<file path="src/rtl/control_unit_io_pkg.sv">
// Shared definitions for the simple-machine control unit with memory-mapped I/O.
// Contents: FSM state encoding (doubles as the state_dbg value), opcode and SYS
// sub-op fields of cop, address-mux selects and ALU operation codes.
package ms_ctrl_pkg;

    typedef enum logic [3:0] {
        StFetch   = 4'd0,
        StDecode  = 4'd1,
        StLoadA   = 4'd2,
        StLoadB   = 4'd3,
        StExec    = 4'd4,
        StBranch  = 4'd5,
        StInWait  = 4'd6,
        StOutWait = 4'd7,
        StHalt    = 4'd8
    } state_e;

    // cop[3:2]
    localparam logic [1:0] OP_ADD = 2'b00;
    localparam logic [1:0] OP_CMP = 2'b01;
    localparam logic [1:0] OP_MOV = 2'b10;
    localparam logic [1:0] OP_SYS = 2'b11;

    // cop[1:0] when cop[3:2] == OP_SYS
    localparam logic [1:0] SYS_BEQ  = 2'b00;
    localparam logic [1:0] SYS_IN   = 2'b01;
    localparam logic [1:0] SYS_OUT  = 2'b10;
    localparam logic [1:0] SYS_HALT = 2'b11;

    // {mx1, mx0}
    localparam logic [1:0] MX_PC   = 2'b00;
    localparam logic [1:0] MX_ZERO = 2'b01;
    localparam logic [1:0] MX_SRC  = 2'b10;
    localparam logic [1:0] MX_DST  = 2'b11;

    // {alu_op1, alu_op0}
    localparam logic [1:0] ALU_ADD   = 2'b00;
    localparam logic [1:0] ALU_SUB   = 2'b01;
    localparam logic [1:0] ALU_PASSA = 2'b10;

    function automatic logic is_wait_state(input state_e s);
        return (s == StInWait) || (s == StOutWait);
    endfunction

endpackage

</file>
<file path="src/rtl/control_unit_io_if.sv">
// Bundle between the control unit and the datapath / I/O port.
// master: the control unit (receives cop, fz and the port handshake inputs,
//         drives every control strobe and status output).
// slave:  the datapath / port side, mirror directions.
interface control_unit_io_if;
    logic       cop_dummy_unused_guard; // never driven or read; keeps the bundle non-empty-safe
    logic [3:0] cop;
    logic       fz;
    logic       in_valid;
    logic       out_ready;
    logic       mx1;
    logic       mx0;
    logic       alu_op1;
    logic       alu_op0;
    logic       le;
    logic       pc_w;
    logic       ir_w;
    logic       a_w;
    logic       b_w;
    logic       fz_w;
    logic       mx_memio;
    logic       in_ack;
    logic       out_valid;
    logic       halted;
    logic       io_err;
    logic [3:0] state_dbg;

    modport master (
        input  cop, fz, in_valid, out_ready,
        output mx1, mx0, alu_op1, alu_op0, le, pc_w, ir_w, a_w, b_w, fz_w,
        output mx_memio, in_ack, out_valid, halted, io_err, state_dbg
    );

    modport slave (
        output cop, fz, in_valid, out_ready,
        input  mx1, mx0, alu_op1, alu_op0, le, pc_w, ir_w, a_w, b_w, fz_w,
        input  mx_memio, in_ack, out_valid, halted, io_err, state_dbg
    );
endinterface

</file>
<file path="src/rtl/control_unit_io_io_wait_timer.sv">
// Cycle counter bounding an I/O wait state.
// Ports: clk, reset (sync, active-high); clear restarts the count at 0;
// enable counts one waiting cycle; done flags the last permitted wait cycle;
// expired = done on a cycle that is still waiting (no handshake).
module io_wait_timer #(
    parameter int unsigned IO_TIMEOUT = 255,
    parameter int unsigned TO_W       = 16
) (
    input  logic clk,
    input  logic reset,
    input  logic clear,
    input  logic enable,
    output logic done,
    output logic expired
);

    localparam logic [TO_W-1:0] LAST_COUNT = TO_W'(IO_TIMEOUT - 1);

    logic [TO_W-1:0] count_q;

    always_ff @(posedge clk) begin
        if (reset || clear) begin
            count_q <= '0;
        end else if (enable && !done) begin
            count_q <= count_q + 1'b1;
        end
    end

    assign done    = (count_q == LAST_COUNT);
    assign expired = enable & done;

endmodule

</file>
<file path="src/rtl/control_unit_io.sv">
// Control sequencer for the simple-machine datapath with memory-mapped I/O.
// Ports: clk, reset (sync, active-high, forces every output to 0 while high);
// bus (master side): cop/fz from the datapath, in_valid/out_ready from the
// port; drives mux selects, ALU op, RAM/register write strobes, in_ack,
// out_valid, halted, sticky io_err and state_dbg.
module control_unit_io
    import ms_ctrl_pkg::*;
#(
    parameter int unsigned IO_TIMEOUT = 255,
    parameter int unsigned TO_W       = 16
) (
    input logic               clk,
    input logic               reset,
    control_unit_io_if.master bus
);

    state_e     state_q, state_d;
    logic       io_err_q;
    logic [1:0] op, sub;
    logic [1:0] mx, alu;
    logic       le, pc_w, ir_w, a_w, b_w, fz_w, mx_memio, in_ack, out_valid, halted;
    logic       in_wait, out_wait, handshake;
    logic       tmr_done, tmr_expired;

    assign op  = bus.cop[3:2];
    assign sub = bus.cop[1:0];

    assign in_wait   = (state_q == StInWait);
    assign out_wait  = (state_q == StOutWait);
    // Handshake inputs only matter inside their own wait state.
    assign handshake = (in_wait & bus.in_valid) | (out_wait & bus.out_ready);

    // Cleared outside the wait states, so entry always starts from 0.
    io_wait_timer #(
        .IO_TIMEOUT (IO_TIMEOUT),
        .TO_W       (TO_W)
    ) u_timer (
        .clk     (clk),
        .reset   (reset),
        .clear   (!is_wait_state(state_q)),
        .enable  (is_wait_state(state_q) && !handshake),
        .done    (tmr_done),
        .expired (tmr_expired)
    );

    always_ff @(posedge clk) begin
        if (reset) begin
            state_q  <= StFetch;
            io_err_q <= 1'b0;
        end else begin
            state_q  <= state_d;
            io_err_q <= io_err_q | tmr_expired;
        end
    end

    always_comb begin
        state_d   = state_q;
        mx        = MX_PC;
        alu       = ALU_ADD;
        le        = 1'b0;
        pc_w      = 1'b0;
        ir_w      = 1'b0;
        a_w       = 1'b0;
        b_w       = 1'b0;
        fz_w      = 1'b0;
        mx_memio  = 1'b0;
        in_ack    = 1'b0;
        out_valid = 1'b0;
        halted    = 1'b0;

        unique case (state_q)
            StFetch: begin
                mx      = MX_PC;
                ir_w    = 1'b1;
                pc_w    = 1'b1;
                state_d = StDecode;
            end
            StDecode: begin
                if (op == OP_SYS) begin
                    unique case (sub)
                        SYS_BEQ:  state_d = StBranch;
                        SYS_IN:   state_d = StInWait;
                        SYS_OUT:  state_d = StOutWait;
                        default:  state_d = StHalt;
                    endcase
                end else begin
                    state_d = StLoadA;
                end
            end
            StLoadA: begin
                mx      = MX_SRC;
                a_w     = 1'b1;
                state_d = (op == OP_MOV) ? StExec : StLoadB;
            end
            StLoadB: begin
                mx      = MX_DST;
                b_w     = 1'b1;
                state_d = StExec;
            end
            StExec: begin
                mx = MX_DST;
                unique case (op)
                    OP_ADD: begin
                        alu  = ALU_ADD;
                        le   = 1'b1;
                        fz_w = 1'b1;
                    end
                    OP_CMP: begin
                        alu  = ALU_SUB;
                        fz_w = 1'b1;
                    end
                    OP_MOV: begin
                        alu = ALU_PASSA;
                        le  = 1'b1;
                    end
                    default: ;
                endcase
                state_d = StFetch;
            end
            StBranch: begin
                // Taken branch fetches the target directly, skipping FETCH.
                if (bus.fz) begin
                    mx      = MX_DST;
                    pc_w    = 1'b1;
                    ir_w    = 1'b1;
                    state_d = StDecode;
                end else begin
                    state_d = StFetch;
                end
            end
            StInWait: begin
                mx       = MX_DST;
                mx_memio = 1'b1;
                le       = bus.in_valid;
                in_ack   = bus.in_valid;
                // A handshake on the expiry cycle still completes normally.
                if (bus.in_valid || tmr_done) begin
                    state_d = StFetch;
                end
            end
            StOutWait: begin
                mx        = MX_DST;
                out_valid = 1'b1;
                if (bus.out_ready || tmr_done) begin
                    state_d = StFetch;
                end
            end
            StHalt: begin
                halted = 1'b1;
            end
            default: state_d = StFetch;
        endcase
    end

    always_comb begin
        bus.mx1       = ~reset & mx[1];
        bus.mx0       = ~reset & mx[0];
        bus.alu_op1   = ~reset & alu[1];
        bus.alu_op0   = ~reset & alu[0];
        bus.le        = ~reset & le;
        bus.pc_w      = ~reset & pc_w;
        bus.ir_w      = ~reset & ir_w;
        bus.a_w       = ~reset & a_w;
        bus.b_w       = ~reset & b_w;
        bus.fz_w      = ~reset & fz_w;
        bus.mx_memio  = ~reset & mx_memio;
        bus.in_ack    = ~reset & in_ack;
        bus.out_valid = ~reset & out_valid;
        bus.halted    = ~reset & halted;
        bus.io_err    = ~reset & io_err_q;
        bus.state_dbg = reset ? 4'd0 : state_q;
    end

endmodule

</file>
<file path="src/flat_wrapper.sv">
// flat-port wrapper written by rule: the top's interface ports become plain ports
module control_unit_io_flat import ms_ctrl_pkg::*;
#(
    parameter int unsigned IO_TIMEOUT = 255,
    parameter int unsigned TO_W       = 16
)
  (clk, reset, bus_cop, bus_fz, bus_in_valid, bus_out_ready, bus_mx1, bus_mx0, bus_alu_op1, bus_alu_op0, bus_le, bus_pc_w, bus_ir_w, bus_a_w, bus_b_w, bus_fz_w, bus_mx_memio, bus_in_ack, bus_out_valid, bus_halted, bus_io_err, bus_state_dbg);
  control_unit_io_if bus_i ();
  input logic clk;
  input logic reset;
  input wire logic [$bits(bus_i.cop)-1:0] bus_cop;
  input wire logic [$bits(bus_i.fz)-1:0] bus_fz;
  input wire logic [$bits(bus_i.in_valid)-1:0] bus_in_valid;
  input wire logic [$bits(bus_i.out_ready)-1:0] bus_out_ready;
  output wire logic [$bits(bus_i.mx1)-1:0] bus_mx1;
  output wire logic [$bits(bus_i.mx0)-1:0] bus_mx0;
  output wire logic [$bits(bus_i.alu_op1)-1:0] bus_alu_op1;
  output wire logic [$bits(bus_i.alu_op0)-1:0] bus_alu_op0;
  output wire logic [$bits(bus_i.le)-1:0] bus_le;
  output wire logic [$bits(bus_i.pc_w)-1:0] bus_pc_w;
  output wire logic [$bits(bus_i.ir_w)-1:0] bus_ir_w;
  output wire logic [$bits(bus_i.a_w)-1:0] bus_a_w;
  output wire logic [$bits(bus_i.b_w)-1:0] bus_b_w;
  output wire logic [$bits(bus_i.fz_w)-1:0] bus_fz_w;
  output wire logic [$bits(bus_i.mx_memio)-1:0] bus_mx_memio;
  output wire logic [$bits(bus_i.in_ack)-1:0] bus_in_ack;
  output wire logic [$bits(bus_i.out_valid)-1:0] bus_out_valid;
  output wire logic [$bits(bus_i.halted)-1:0] bus_halted;
  output wire logic [$bits(bus_i.io_err)-1:0] bus_io_err;
  output wire logic [$bits(bus_i.state_dbg)-1:0] bus_state_dbg;
  assign bus_i.cop = bus_cop;
  assign bus_i.fz = bus_fz;
  assign bus_i.in_valid = bus_in_valid;
  assign bus_i.out_ready = bus_out_ready;
  assign bus_mx1 = bus_i.mx1;
  assign bus_mx0 = bus_i.mx0;
  assign bus_alu_op1 = bus_i.alu_op1;
  assign bus_alu_op0 = bus_i.alu_op0;
  assign bus_le = bus_i.le;
  assign bus_pc_w = bus_i.pc_w;
  assign bus_ir_w = bus_i.ir_w;
  assign bus_a_w = bus_i.a_w;
  assign bus_b_w = bus_i.b_w;
  assign bus_fz_w = bus_i.fz_w;
  assign bus_mx_memio = bus_i.mx_memio;
  assign bus_in_ack = bus_i.in_ack;
  assign bus_out_valid = bus_i.out_valid;
  assign bus_halted = bus_i.halted;
  assign bus_io_err = bus_i.io_err;
  assign bus_state_dbg = bus_i.state_dbg;
  control_unit_io #(.IO_TIMEOUT(IO_TIMEOUT), .TO_W(TO_W)) u_core (.clk(clk), .reset(reset), .bus(bus_i));
endmodule
</file>
<file path="config.mk">
export PLATFORM = sky130hd
export DESIGN_NAME = control_unit_io_flat
export DESIGN_NICKNAME = d
export VERILOG_FILES = /design/src/rtl/control_unit_io_pkg.sv /design/src/rtl/control_unit_io_if.sv /design/src/rtl/control_unit_io_io_wait_timer.sv /design/src/rtl/control_unit_io.sv /design/src/flat_wrapper.sv
export SDC_FILE = /design/constraint.sdc
export NUM_CORES = 1
export LEC_CHECK = 0
export BUFFER_PORTS_ARGS = -buffer_cell sky130_fd_sc_hd__buf_2
export CORE_UTILIZATION = 53
export DETAILED_ROUTE_END_ITERATION = 6
export PLACE_DENSITY = 0.77
export SYNTH_ARGS = -nofsm -noshare
export SYNTH_HDL_FRONTEND = slang
export SYNTH_HIERARCHICAL = 1
export SYNTH_SLANG_ARGS = --single-unit
</file>
<file path="constraint.sdc">
create_clock -name clk -period 5.68 [get_ports clk]
set_input_delay 0.568 -clock clk [delete_from_list [all_inputs] [get_ports clk]]
set_output_delay 0.568 -clock clk [all_outputs]
set_load 0.05 [all_outputs]
</file>
==> results.env <==
GRT_MAX_DEGREE=18
ANTENNA_FOUND_INITIAL=0
CLOCK.FMAX_MHz=360
FILLERS=228
SYNTH_SEQ_CELLS=21
TIMING.CRITICAL_PATH.FROM_TYPE='register'
SETUP-VIOLATIONS-FINAL=0
MAX_H_TREE_LEVEL=1
CTS_ROOT_BUF='sky130_fd_sc_hd__clkbuf_4'
CRITPATHCAPTURE='u_core/u_timer/count_q[8]'
FLOORPLAN.CORE_AREA_SQ_MM=0.00248
TIMING.CRITICAL_PATH.SLOWEST_CELL_DELAY_NS=0.80
DRIVE_ABOVE_1_SHARE=0.203
SYNTH.LIB_CELLS_USED.DISTINCT=52
RRSETUPSLACK_NS=2.90
SYNTH.AREA.TOP_CELLS='sky130_fd_sc_hd__dfxtp_1 30%, sky130_fd_sc_hd__nor2_1 6.8%, sky130_fd_sc_hd__ha_1 4.5%, sky130_fd_sc_hd__a21oi_1 3.6%, sky130_fd_sc_hd__nand2_1 3.5%'
SYN-INSTANCE-COUNT=177
SYNTH-ASYNC-RESET-RATIO=0
GRT_SETUP_UNREPAIRED='no'
POSTCTSHOLDBUFS=0
CLKSINKCOUNT=21
ANTENNA_CELLS_INSERTED=0
FIN_TNS_SETUP_NS=0
DRV_CAP=0
WL_PER_CELL_MICRONS=13.8
SYN-CELL-AREA_SQ_MM=0.00139
HOLD_PATH_STARTPOINT='u_core/io_err_q'
MAX-CLOCK-PATH-BUFFERS=2
CRITICAL_PATH_ARRIVAL_NS=2.99
DPL.HPWL_MICRONS=2340
ROWS=18
INITIALDRTVIOLATIONCOUNT=69
GP_ROUTABILITY_CONGESTION=0.835
TIMING.FINAL.CRIT_PERIOD_NS=2.78
DR_TOTAL_VIAS=1406
WORST_SLEW_PIN_SLEW_NS=1.04
DIE_Y_MICRONS=53.1
CRIT_PATH_END_KIND='register'
CRITICAL_PATH.CELL_CHAIN='nand3b_1, nor2b_1, inv_1, a41oi_1, a31oi_1, a41o_2'
DRT_PRE_ANTENNA_ITERS=5
DRT_DRC_VIOLATIONS_LEFT=0
R2R-END='u_core/u_timer/count_q[8]'
ROUTED_WIRELENGTH_MICRONS=3120
TIMING.CRITICAL_PATH.MAX_DELAY_FAMILY='compound AO/OA/AOI/OAI gates'
REGTOREGSTARTPOINT='u_core/state_q[1]'
WORSTPATHMAXFANOUT=13
GR-USAGE-ALL-LAYERS=0.234
DETAILED_ROUTE_VIAS_PER_INSTANCE=6.19
SYNTH_SEQUENTIAL_AREA_RATIO=0.304
CP.BUFFERS_INVERTERS=1
TOTAL_LEAKAGE_POWER_uW=0.000587
GRT_PASS1_WL_MICRONS=4820
UTILIZATION=0.616
VDD_IR_DROP_MAX_V=0.000156
SYNTH.YOSYS.WARNINGS=6
START_UTIL=0.559
ROUTE.ANTENNA.REMAINING_NETS=0
CP_NUM_CELLS=6
FIRST_GLOBAL_VIAS=1131
CHIPWIDTH_MICRONS=53.1
WORSTSETUPPATHTYPE='register to register'
GRT_OVERFLOW_TOTAL=0
POST_CTS.REPAIR.SETUP_BUFFERS=0
SYNTHMOSTINSTANTIATEDCELL='sky130_fd_sc_hd__nor2_1'
AVGSYNTHCELLAREA_SQ_UM=7.83
FIN_CELLS=227
TRITONCTS_CLOCK_TREE='done'
DESIGN.PORTCOUNT=28
SYN_NETS=191
POWER.DENSITY_CELL_AREA_mW_PER_MM2=192
TIMING_MAX_TRANSITION_VIOLATIONS_FINAL=0
SYNTH_COMMONEST_CELLS='25 x sky130_fd_sc_hd__nor2_1, 21 x sky130_fd_sc_hd__dfxtp_1, 13 x sky130_fd_sc_hd__nand2_1, 10 x sky130_fd_sc_hd__a21oi_1, 7 x sky130_fd_sc_hd__inv_1'
CRITICAL_PATH.SLOWEST_CELL='sky130_fd_sc_hd__a41oi_1'
CRIT_PATH_START='u_core/state_q[1]'
RUN_STATUS='finished clean'
WORST_SKEW_PAIR.LATE_LATENCY_NS=0.31
PLACE_INST=223
CLOCK_SKEW_NS=0.00142
TRITONCTS.NUM_BUFFERS=3
SYNTHFLOPTYPE='sky130_fd_sc_hd__dfxtp_1'
YOSYS.AREA.TOP_TYPE='sky130_fd_sc_hd__dfxtp_1'
REPORT.FINAL.HOLD_VIOL_COUNT=0
SLEW-LIMIT-HEADROOM=0.295
PATH_CLK_SLEW_NS=0.11
PLACEMENT.SETUP.WORST_SLACK_NS=2.92
SYNTH.TOP_CELL.AREA_SHARE=0.304
WORSTPATHREQUIRED_NS=5.89
PORT_BUFFERS=27
MIN_PATH_TYPE='register to register'
TCRIT_TCLK_FINAL=0.489
AREA.GROWTH.SYNTH_TO_FINAL_PCT=10.1
DIE_AR_SQ_MM=0.00282
HOLD_WS_NS=0.483
R2R_CELLS=6
FINALWORSTSETUPSLACK_NS=2.90
DESIGN.FINAL.NETS=212
POST_CTS_RESIZE_COUNT=0
SYNTH-EDFF-COUNT=0
## stage by stage
| stage | instance area (sq um) | power [uW] |
|---|---|---|
| after global routing | 1530 | 306 |
| after floorplan | 1390 | 210 |
| final | 1530 | 292 |
| after CTS | 1530 | 295 |
| after detailed placement | 1500 | 223 |
| after global placement | 1500 | 222 |
## worst min path at each step
stage	end	cells after the start	slack (ns)
after detailed placement	u_core/io_err_q	2	0.46
after global routing	u_core/io_err_q	2	0.50
after global placement	u_core/io_err_q	2	0.44
after CTS	u_core/io_err_q	2	0.49
after floorplan	u_core/io_err_q	2	0.43
final	u_core/io_err_q	2	0.48
## sequential cells by signal (all words and copies together), names as in the netlist
name and flops:
u_core/state_q 4, u_core/io_err_q 1, u_core/u_timer/count_q 16
## cells by family (layout without fill, tap and decap cells)
group / after synthesis / after routing / share of synthesized area
flops: 21 / 21 / 0.304
simple gates: 94 / 94 / 0.383
mux: 1 / 1 / 0.00723
buf+inv: 18 / 38 / 0.0614
fa+ha+maj: 5 / 5 / 0.0452
xor+xnor: 5 / 5 / 0.0316
compound gates: 33 / 33 / 0.168
## power breakdown
part           internal (uW)  switching (uW)
registers                150            9.02
clock network           27.5            44.6
logic                   19.0            42.1
total                    197            95.7
## tightest hold or removal path, cell delays in order, from the launching register on
cell and delay [ns]:
sky130_fd_sc_hd__dfxtp_1 0.35, sky130_fd_sc_hd__nor2_1 0.05, sky130_fd_sc_hd__nor2_1 0.06
## per-layer routing
metal / global-route usage / vias up / wire [microns]
li1: - / 694 / -
met1: 0.302 / 644 / 1390
met2: 0.373 / 62 / 1440
met3: 0.0603 / 6 / 248
met4: 0.0833 / 0 / 44
met5: 0 / - / 0
## final cells by class
class                   count  area (sq um)  area share
clock buffers               4          26.3      0.0172
inverters                   7          26.3      0.0172
multi-input cells         138           880       0.577
flip-flops and latches     21           420       0.276
repair buffers             27           135      0.0886
well taps                  30          37.5      0.0246
## cell usage in the layout (no fill, tap or decap), types with 7 or more instances in the layout
| cell type | netlist | layout |
|---|---|---|
| sky130_fd_sc_hd__a21oi_1 | 10 | 10 |
| sky130_fd_sc_hd__buf_2 | 5 | 27 |
| sky130_fd_sc_hd__nor2_1 | 25 | 25 |
| sky130_fd_sc_hd__dfxtp_1 | 21 | 21 |
| sky130_fd_sc_hd__nand2_1 | 13 | 13 |
| sky130_fd_sc_hd__inv_1 | 7 | 7 |
No activity file was read; power rests on OpenSTA's default activity.
